`src/rtl/lcd_pkg.sv`:
```
`default_nettype none
// ============================================================================
// Module      : lcd_pkg
// Description : State encoding and HD44780 command bytes shared by the LCD
//               bus arbiter and its helpers.
// Revision    : 1.0 - initial release
// ============================================================================
package lcd_pkg;

    localparam logic [3:0] ST_PWRUP    = 4'd0;
    localparam logic [3:0] ST_INIT_FS  = 4'd1;
    localparam logic [3:0] ST_INIT_DO  = 4'd2;
    localparam logic [3:0] ST_INIT_EM  = 4'd3;
    localparam logic [3:0] ST_INIT_CLR = 4'd4;
    localparam logic [3:0] ST_IDLE     = 4'd5;
    localparam logic [3:0] ST_ADDR     = 4'd6;
    localparam logic [3:0] ST_DATA     = 4'd7;
    localparam logic [3:0] ST_CMD      = 4'd8;

    localparam logic [7:0] CMD_FUNC_SET  = 8'h3C;
    localparam logic [7:0] CMD_DISP_ON   = 8'h0C;
    localparam logic [7:0] CMD_ENTRY     = 8'h06;
    localparam logic [7:0] CMD_CLEAR     = 8'h01;
    localparam logic [7:0] CMD_SET_DDRAM = 8'h80;
    localparam logic [7:0] ROW2_OFS      = 8'h40;

    function automatic logic [7:0] ddram_addr(input logic row, input logic [3:0] col);
        return CMD_SET_DDRAM | (row ? ROW2_OFS : 8'h00) | {4'h0, col};
    endfunction

endpackage
`default_nettype wire

```
`src/rtl/lcd_arbiter_rr.sv`:
```
`default_nettype none
// ============================================================================
// Module      : rr_arbiter
// Description : Round-robin pick: first asserted request after the pointer,
//               pointer moves to the winner when LOAD is high.
// Revision    : 1.0 - initial release
// ============================================================================
module rr_arbiter #(
    parameter int NREQ = 2
) (
    input  logic                      CLK,
    input  logic                      RESETN,
    input  logic [NREQ-1:0]           REQ,
    input  logic                      LOAD,
    output logic                      VALID,
    output logic [$clog2(NREQ)-1:0]   IDX
);

    localparam int IDX_W = $clog2(NREQ);

    logic [IDX_W-1:0] r_ptr;
    logic [IDX_W-1:0] w_cand;
    logic [IDX_W-1:0] w_idx;
    logic             w_found;

    always_comb begin
        w_found = 1'b0;
        w_idx   = r_ptr;
        w_cand  = r_ptr;
        for (int i = 1; i <= NREQ; i++) begin
            w_cand = IDX_W'((int'(r_ptr) + i) % NREQ);
            if (!w_found && REQ[w_cand]) begin
                w_found = 1'b1;
                w_idx   = w_cand;
            end
        end
    end

    always_ff @(posedge CLK) begin
        if (RESETN) begin
            r_ptr <= '0;
        end else if (LOAD && w_found) begin
            r_ptr <= w_idx;
        end
    end

    assign VALID = w_found;
    assign IDX   = w_idx;

endmodule
`default_nettype wire

```
`src/rtl/lcd_arbiter.sv`:
```
`default_nettype none
// ============================================================================
// Module      : lcd_arbiter
// Description : Owns the character LCD bus, runs power-up init, then serves
//               character writes and raw commands from NREQ requesters.
// Revision    : 1.0 - initial release
// ============================================================================
module lcd_arbiter #(
    parameter int NREQ        = 2,
    parameter int POWERUP_CYC = 70,
    parameter int OP_CYC      = 30,
    parameter int CLEAR_CYC   = 200,
    parameter int E_CYC       = 4
) (
    input  logic                CLK,
    input  logic                RESETN,
    input  logic [NREQ-1:0]     REQ,
    input  logic [NREQ-1:0]     REQ_RS,
    input  logic [NREQ-1:0]     REQ_ROW,
    input  logic [4*NREQ-1:0]   REQ_COL,
    input  logic [8*NREQ-1:0]   REQ_DATA,
    output logic [NREQ-1:0]     GNT,
    output logic [NREQ-1:0]     DONE,
    output logic                BUSY,
    output logic                INIT_DONE,
    output logic                LCD_E,
    output logic                LCD_RS,
    output logic                LCD_RW,
    output logic [7:0]          LCD_DATA
);
    import lcd_pkg::*;

    localparam int IDX_W   = $clog2(NREQ);
    localparam int CNT_MAX = (POWERUP_CYC > CLEAR_CYC) ?
                             ((POWERUP_CYC > OP_CYC) ? POWERUP_CYC : OP_CYC) :
                             ((CLEAR_CYC > OP_CYC) ? CLEAR_CYC : OP_CYC);
    localparam int CNT_W   = $clog2(CNT_MAX + 1);

    logic [3:0]       r_state;
    logic [CNT_W-1:0] r_cnt;
    logic             r_lat_row;
    logic [3:0]       r_lat_col;
    logic [7:0]       r_lat_data;
    logic [IDX_W-1:0] r_win;
    logic             r_init_done;
    logic [NREQ-1:0]  r_gnt;
    logic [NREQ-1:0]  r_done;
    logic             r_busy;
    logic             r_lcd_e;
    logic             r_lcd_rs;
    logic             r_lcd_rw;
    logic [7:0]       r_lcd_data;

    logic             w_valid;
    logic [IDX_W-1:0] w_idx;
    logic             w_grant;
    int               w_len;
    logic             w_last;
    logic [3:0]       w_nxt_state;
    logic [CNT_W-1:0] w_nxt_cnt;
    logic             w_nxt_row;
    logic [3:0]       w_nxt_col;
    logic [7:0]       w_nxt_char;
    logic             w_nxt_e;
    logic             w_nxt_rs;
    logic             w_nxt_rw;
    logic [7:0]       w_nxt_data;

    rr_arbiter #(.NREQ(NREQ)) u_rr (
        .CLK    (CLK),
        .RESETN (RESETN),
        .REQ    (REQ),
        .LOAD   (w_grant),
        .VALID  (w_valid),
        .IDX    (w_idx)
    );

    always_comb begin
        w_len = OP_CYC;
        if (r_state == ST_PWRUP)
            w_len = POWERUP_CYC;
        else if (r_state == ST_INIT_CLR || (r_state == ST_CMD && r_lat_data == CMD_CLEAR))
            w_len = CLEAR_CYC;
        w_last      = (r_cnt == CNT_W'(w_len - 1));
        w_grant     = 1'b0;
        w_nxt_state = r_state;
        w_nxt_cnt   = r_cnt + CNT_W'(1);
        if (r_state == ST_IDLE) begin
            w_nxt_cnt = '0;
            if (r_init_done && w_valid) begin
                w_grant     = 1'b1;
                w_nxt_state = REQ_RS[w_idx] ? ST_ADDR : ST_CMD;
            end
        end else if (w_last) begin
            w_nxt_cnt = '0;
            case (r_state)
                ST_PWRUP:    w_nxt_state = ST_INIT_FS;
                ST_INIT_FS:  w_nxt_state = ST_INIT_DO;
                ST_INIT_DO:  w_nxt_state = ST_INIT_EM;
                ST_INIT_EM:  w_nxt_state = ST_INIT_CLR;
                ST_ADDR:     w_nxt_state = ST_DATA;
                default:     w_nxt_state = ST_IDLE;
            endcase
        end
    end

    assign w_nxt_row  = w_grant ? REQ_ROW[w_idx]            : r_lat_row;
    assign w_nxt_col  = w_grant ? REQ_COL[4*w_idx +: 4]     : r_lat_col;
    assign w_nxt_char = w_grant ? REQ_DATA[8*w_idx +: 8]    : r_lat_data;

    // Bus pins are decoded from the next state so registered outputs line up with CNT.
    always_comb begin
        w_nxt_rs   = 1'b0;
        w_nxt_rw   = 1'b0;
        w_nxt_data = 8'h00;
        case (w_nxt_state)
            ST_INIT_FS:  w_nxt_data = CMD_FUNC_SET;
            ST_INIT_DO:  w_nxt_data = CMD_DISP_ON;
            ST_INIT_EM:  w_nxt_data = CMD_ENTRY;
            ST_INIT_CLR: w_nxt_data = CMD_CLEAR;
            ST_ADDR:     w_nxt_data = ddram_addr(w_nxt_row, w_nxt_col);
            ST_DATA: begin
                w_nxt_rs   = 1'b1;
                w_nxt_data = w_nxt_char;
            end
            ST_CMD:      w_nxt_data = w_nxt_char;
            default:     w_nxt_rw   = 1'b1;
        endcase
        w_nxt_e = !w_nxt_rw && (w_nxt_cnt >= CNT_W'(1)) && (w_nxt_cnt <= CNT_W'(E_CYC));
    end

    always_ff @(posedge CLK) begin
        if (RESETN) begin
            r_state     <= ST_PWRUP;
            r_cnt       <= '0;
            r_lat_row   <= 1'b0;
            r_lat_col   <= '0;
            r_lat_data  <= '0;
            r_win       <= '0;
            r_init_done <= 1'b0;
            r_gnt       <= '0;
            r_done      <= '0;
            r_busy      <= 1'b1;
            r_lcd_e     <= 1'b0;
            r_lcd_rs    <= 1'b0;
            r_lcd_rw    <= 1'b1;
            r_lcd_data  <= 8'h00;
        end else begin
            r_state    <= w_nxt_state;
            r_cnt      <= w_nxt_cnt;
            r_lat_row  <= w_nxt_row;
            r_lat_col  <= w_nxt_col;
            r_lat_data <= w_nxt_char;
            if (w_grant)
                r_win <= w_idx;
            if (r_state == ST_INIT_CLR && w_nxt_state == ST_IDLE)
                r_init_done <= 1'b1;
            r_gnt  <= w_grant ? ({{(NREQ-1){1'b0}}, 1'b1} << w_idx) : '0;
            r_done <= ((r_state == ST_DATA || r_state == ST_CMD) && w_nxt_state == ST_IDLE) ?
                      ({{(NREQ-1){1'b0}}, 1'b1} << r_win) : '0;
            r_busy     <= (w_nxt_state != ST_IDLE);
            r_lcd_e    <= w_nxt_e;
            r_lcd_rs   <= w_nxt_rs;
            r_lcd_rw   <= w_nxt_rw;
            r_lcd_data <= w_nxt_data;
        end
    end

    assign GNT       = r_gnt;
    assign DONE      = r_done;
    assign BUSY      = r_busy;
    assign INIT_DONE = r_init_done;
    assign LCD_E     = r_lcd_e;
    assign LCD_RS    = r_lcd_rs;
    assign LCD_RW    = r_lcd_rw;
    assign LCD_DATA  = r_lcd_data;

endmodule
`default_nettype wire

```
`config.mk`:
```
export PLATFORM = sky130hd
export DESIGN_NAME = lcd_arbiter
export DESIGN_NICKNAME = d
export VERILOG_FILES = /design/src/rtl/lcd_pkg.sv /design/src/rtl/lcd_arbiter_rr.sv /design/src/rtl/lcd_arbiter.sv
export SDC_FILE = /design/constraint.sdc
export NUM_CORES = 1
export LEC_CHECK = 0
export BUFFER_PORTS_ARGS = -buffer_cell sky130_fd_sc_hd__buf_4
export CAP_MARGIN = 10
export CORE_AREA = 2 2 71 66
export CTS_CLUSTER_SIZE = 25
export DETAILED_ROUTE_END_ITERATION = 12
export DIE_AREA = 0 0 73 68
export GPL_ROUTABILITY_DRIVEN = 1
export GPL_TIMING_DRIVEN = 0
export PLACE_DENSITY = 0.78
export SKIP_LAST_GASP = 1
export SLEW_MARGIN = 20
export SYNTH_ARGS = -nofsm -noshare
export SYNTH_HDL_FRONTEND = slang
export SYNTH_SLANG_ARGS = --single-unit
```
`constraint.sdc`:
```
create_clock -name CLK -period 3.3 [get_ports CLK]
set_input_delay 0 -clock CLK [delete_from_list [all_inputs] [get_ports CLK]]
set_output_delay 0 -clock CLK [all_outputs]
set_load 0.01 [all_outputs]
```
==> run summary <==
placed instance count -> 358
DRT iter0 DRCs -> 135
die area -> 4960 µm²
grt met1 use -> 31.8%
r2r setup slk -> 350 ps
Post-CTS Setup Bufs -> 0
Core Footprint -> 4290 µm²
vias in the first global route -> 1828
row cnt -> 23
Fin. Hold Viols -> 0
max incr delay on CP -> 570 ps
Inserted Clock Buffers -> 5
# resized after CTS -> 0
CTS sink cnt -> 44
Die W -> 73 µm
final std cells w/o fill -> 365
Final Wtd Congestion -> 0.895
post-route minimum period -> 2950 ps
YS warnings -> 0
fraction of registers with async set or reset after synthesis -> 0%
switching share of power -> 24.9%
worst vdd ir -> 0.204 mV
CTS tree -> done
Final Max Slew Viols -> 0
initial antenna violation count -> 0
Worst-path clk slew -> 80 ps
worst-path maximum fanout -> 8
DR vias -> 2040
hold buffers post-CTS -> 0
Initial DRT Pass Iterations -> 4
I/O Buffers -> 47
most frequent cells in the layout -> 47 x buf_4, 45 x nor2_1, 44 x dfxtp_1
share of cells above drive strength 1 -> 21.9%
GRT Total Usage -> 22.7%
status -> finished, final reports clean
Detail Route Antenna Nets -> 0
power density cells -> 367 nW/µm²
die height -> 68 µm
CP startpoint -> r_state[3]$_SDFF_PP0_
number of flops mapped to enable cells by yosys -> 0
WP data required -> 3530 ps
met2 usage -> 34.6%
sw power -> 0.000247 W
hpwl dp -> 3960 µm
maxcap violations -> 0
clock share of power -> 32.5%
CP Capture Type -> flop
sequential share of the synthesized area -> 39.8%
Max Clk Rate -> 338 MHz
fin crit share -> 89.5%
part of the power in combinational logic -> 12.8%
total power -> 0.000994 W
Synth Area per Inst -> 8.48 µm²
worst-margin pin slew -> 912 ps
top cells by area, synth -> dfxtp_1 40%, nor2_1 7.6%, mux2i_1 5.9%
slew margin rel. -> 38.8%
vias per inst -> 5.59
ANT cells -> 0
worst r2r dst -> LCD_DATA[6]$_SDFF_PP0_
Synth top area share -> 39.8%
RSZ-0062 raised after global routing -> false
IO Count -> 49
P_int -> 0.000747 W
clock skew -> 4.27 ps
area leader, netlist -> dfxtp_1
end of the critical path -> LCD_DATA[6]$_SDFF_PP0_
FF-to-FF path depth -> 8
Netlist Area Pre-Place -> 2210 µm²
Skew-Pair Late Insertion Delay -> 300 ps
grt ovf -> 0
Area Growth Syn to Fin -> 22.3%
synthesized net count -> 294
count of cell types in the netlist -> 50
worst min path class -> input pin to flop
Seq pwr share -> 54.8%
Synth Register Bits -> 44
total routed wirelength -> 5200 µm
DRC viols -> 0
Crit Path Class -> flop to flop
crit start category -> flop
pin count of the biggest net entering global routing -> 13
Setup TNS -> 0 ps
final setup fails -> 0
Leak Pwr -> 1.09 nW
fin nets -> 348
CP max-delay cell -> a2111oi_0
Clock Path Buffers -> 2
Crit Reg-Reg Startpoint -> r_state[3]$_SDFF_PP0_
Avg WL per Cell -> 14.2 µm
gr busiest metal -> met2
met3 Use GR -> 4.12%
ys flop type -> dfxtp_1
most common cell after layout, fill and taps aside -> buf_4
worst path arrival time -> 3180 ps
CTS H-tree depth -> 2
clock root cell -> clkbuf_8
Synth Instances -> 261
crit-path cells -> nor4b_2 > a31oi_1 > mux2_2 > or3_1 > a2111oi_0 > a31o_2 > o211ai_1 > a21oi_1
initial core utilization -> 51.6%
first-pass GRT wire length -> 8620 µm
sequential cells by signal, summed over array words and instances (netlist names), 2 cells and up:
register,count
r_lat_col,4
LCD_DATA,8
r_lat_data,8
DONE,2
GNT,2
r_state,4
r_cnt,8
kinds of logic after synthesis:
logic type,share of synthesized area (%)
and+or+nand+nor,28.0
AOI/OAI and AO/OA,16.6
DFF,39.8
buffers and inverters,4.07
muxes,8.14
xor gates and xnor gates,2.77
adders and majority gates,0.565
worst min-delay path by stage:
stage          cells after the start  startpoint                   end
6_report                           2      RESETN    r_win$_SDFFE_PP0P_
5_1_grt                            2      RESETN    r_win$_SDFFE_PP0P_
4_1_cts                            2      RESETN    r_win$_SDFFE_PP0P_
3_5_place_dp                       2      RESETN    r_win$_SDFFE_PP0P_
3_3_place_gp                       2      RESETN    r_win$_SDFFE_PP0P_
2_1_floorplan                      4  REQ_ROW[1]  r_lat_row$_SDFF_PP0_
cells in the mapped netlist (all sizes together) (5+ instances only):
| cell type | count |
|---|---|
| clkbuf | 14 |
| nor2 | 45 |
| dfxtp | 44 |
| nand3 | 6 |
| o21ai | 11 |
| nor3 | 6 |
| mux2i | 15 |
| a21oi | 17 |
| nor4 | 5 |
| a31oi | 6 |
| o211ai | 6 |
| nand2 | 21 |
| and2 | 10 |
critical path: cells and delay by family (launching register included):
kind,cells,cell delay [ps]
DFF,1,440
muxes,1,360
AOI/OAI and AO/OA,5,1370
and+or+nand+nor,2,720
power groups by stage:
| stage | clock network [W] | registers (W) | logic [W] |
|---|---|---|---|
| final | 0.000323 | 0.000545 | 0.000127 |
| after global placement | 0 | 0.000557 | 0.000125 |
| after floorplan | 0 | 0.000558 | 0.0000755 |
| after global routing | 0.000346 | 0.000546 | 0.000141 |
| after detailed placement | 0 | 0.000557 | 0.000127 |
| after CTS | 0.000332 | 0.000544 | 0.000127 |
cell type report:
| cell class | count | area (µm²) |
|---|---|---|
| Sequential cell | 44 | 881 |
| Buffer | 16 | 75.1 |
| Timing Repair Buffer | 47 | 353 |
| Inverter | 4 | 15.0 |
| Clock inverter | 1 | 5.00 |
| Multi-Input combinational cell | 197 | 1240 |
| Fill cell | 389 | 1580 |
| Tap cell | 50 | 62.6 |
| Clock buffer | 6 | 72.6 |
per-stage QoR:
stage / util, % / hold WS, ps / instance area, µm² / worst slack, ps
floorplan: - / 265 / 2210 / 703
global placement: 61.3 / 353 / 2630 / 367
detailed placement: 61.3 / 366 / 2630 / 428
CTS: 63.1 / 56.4 / 2710 / 414
global route: 63.1 / 58.8 / 2710 / 65.3
finish: 63.1 / 53.3 / 2710 / 345
per-layer routing:
metal / routed length, µm / part of all wire [%] / vias to the layer above
met5: 0 / 0 / -
met4: 111 / 2.1 / 0
met1: 2580 / 50 / 933
li1: - / - / 1047
met2: 2280 / 44 / 51
met3: 227 / 4.4 / 9
Power figures use the tool's default switching activity.
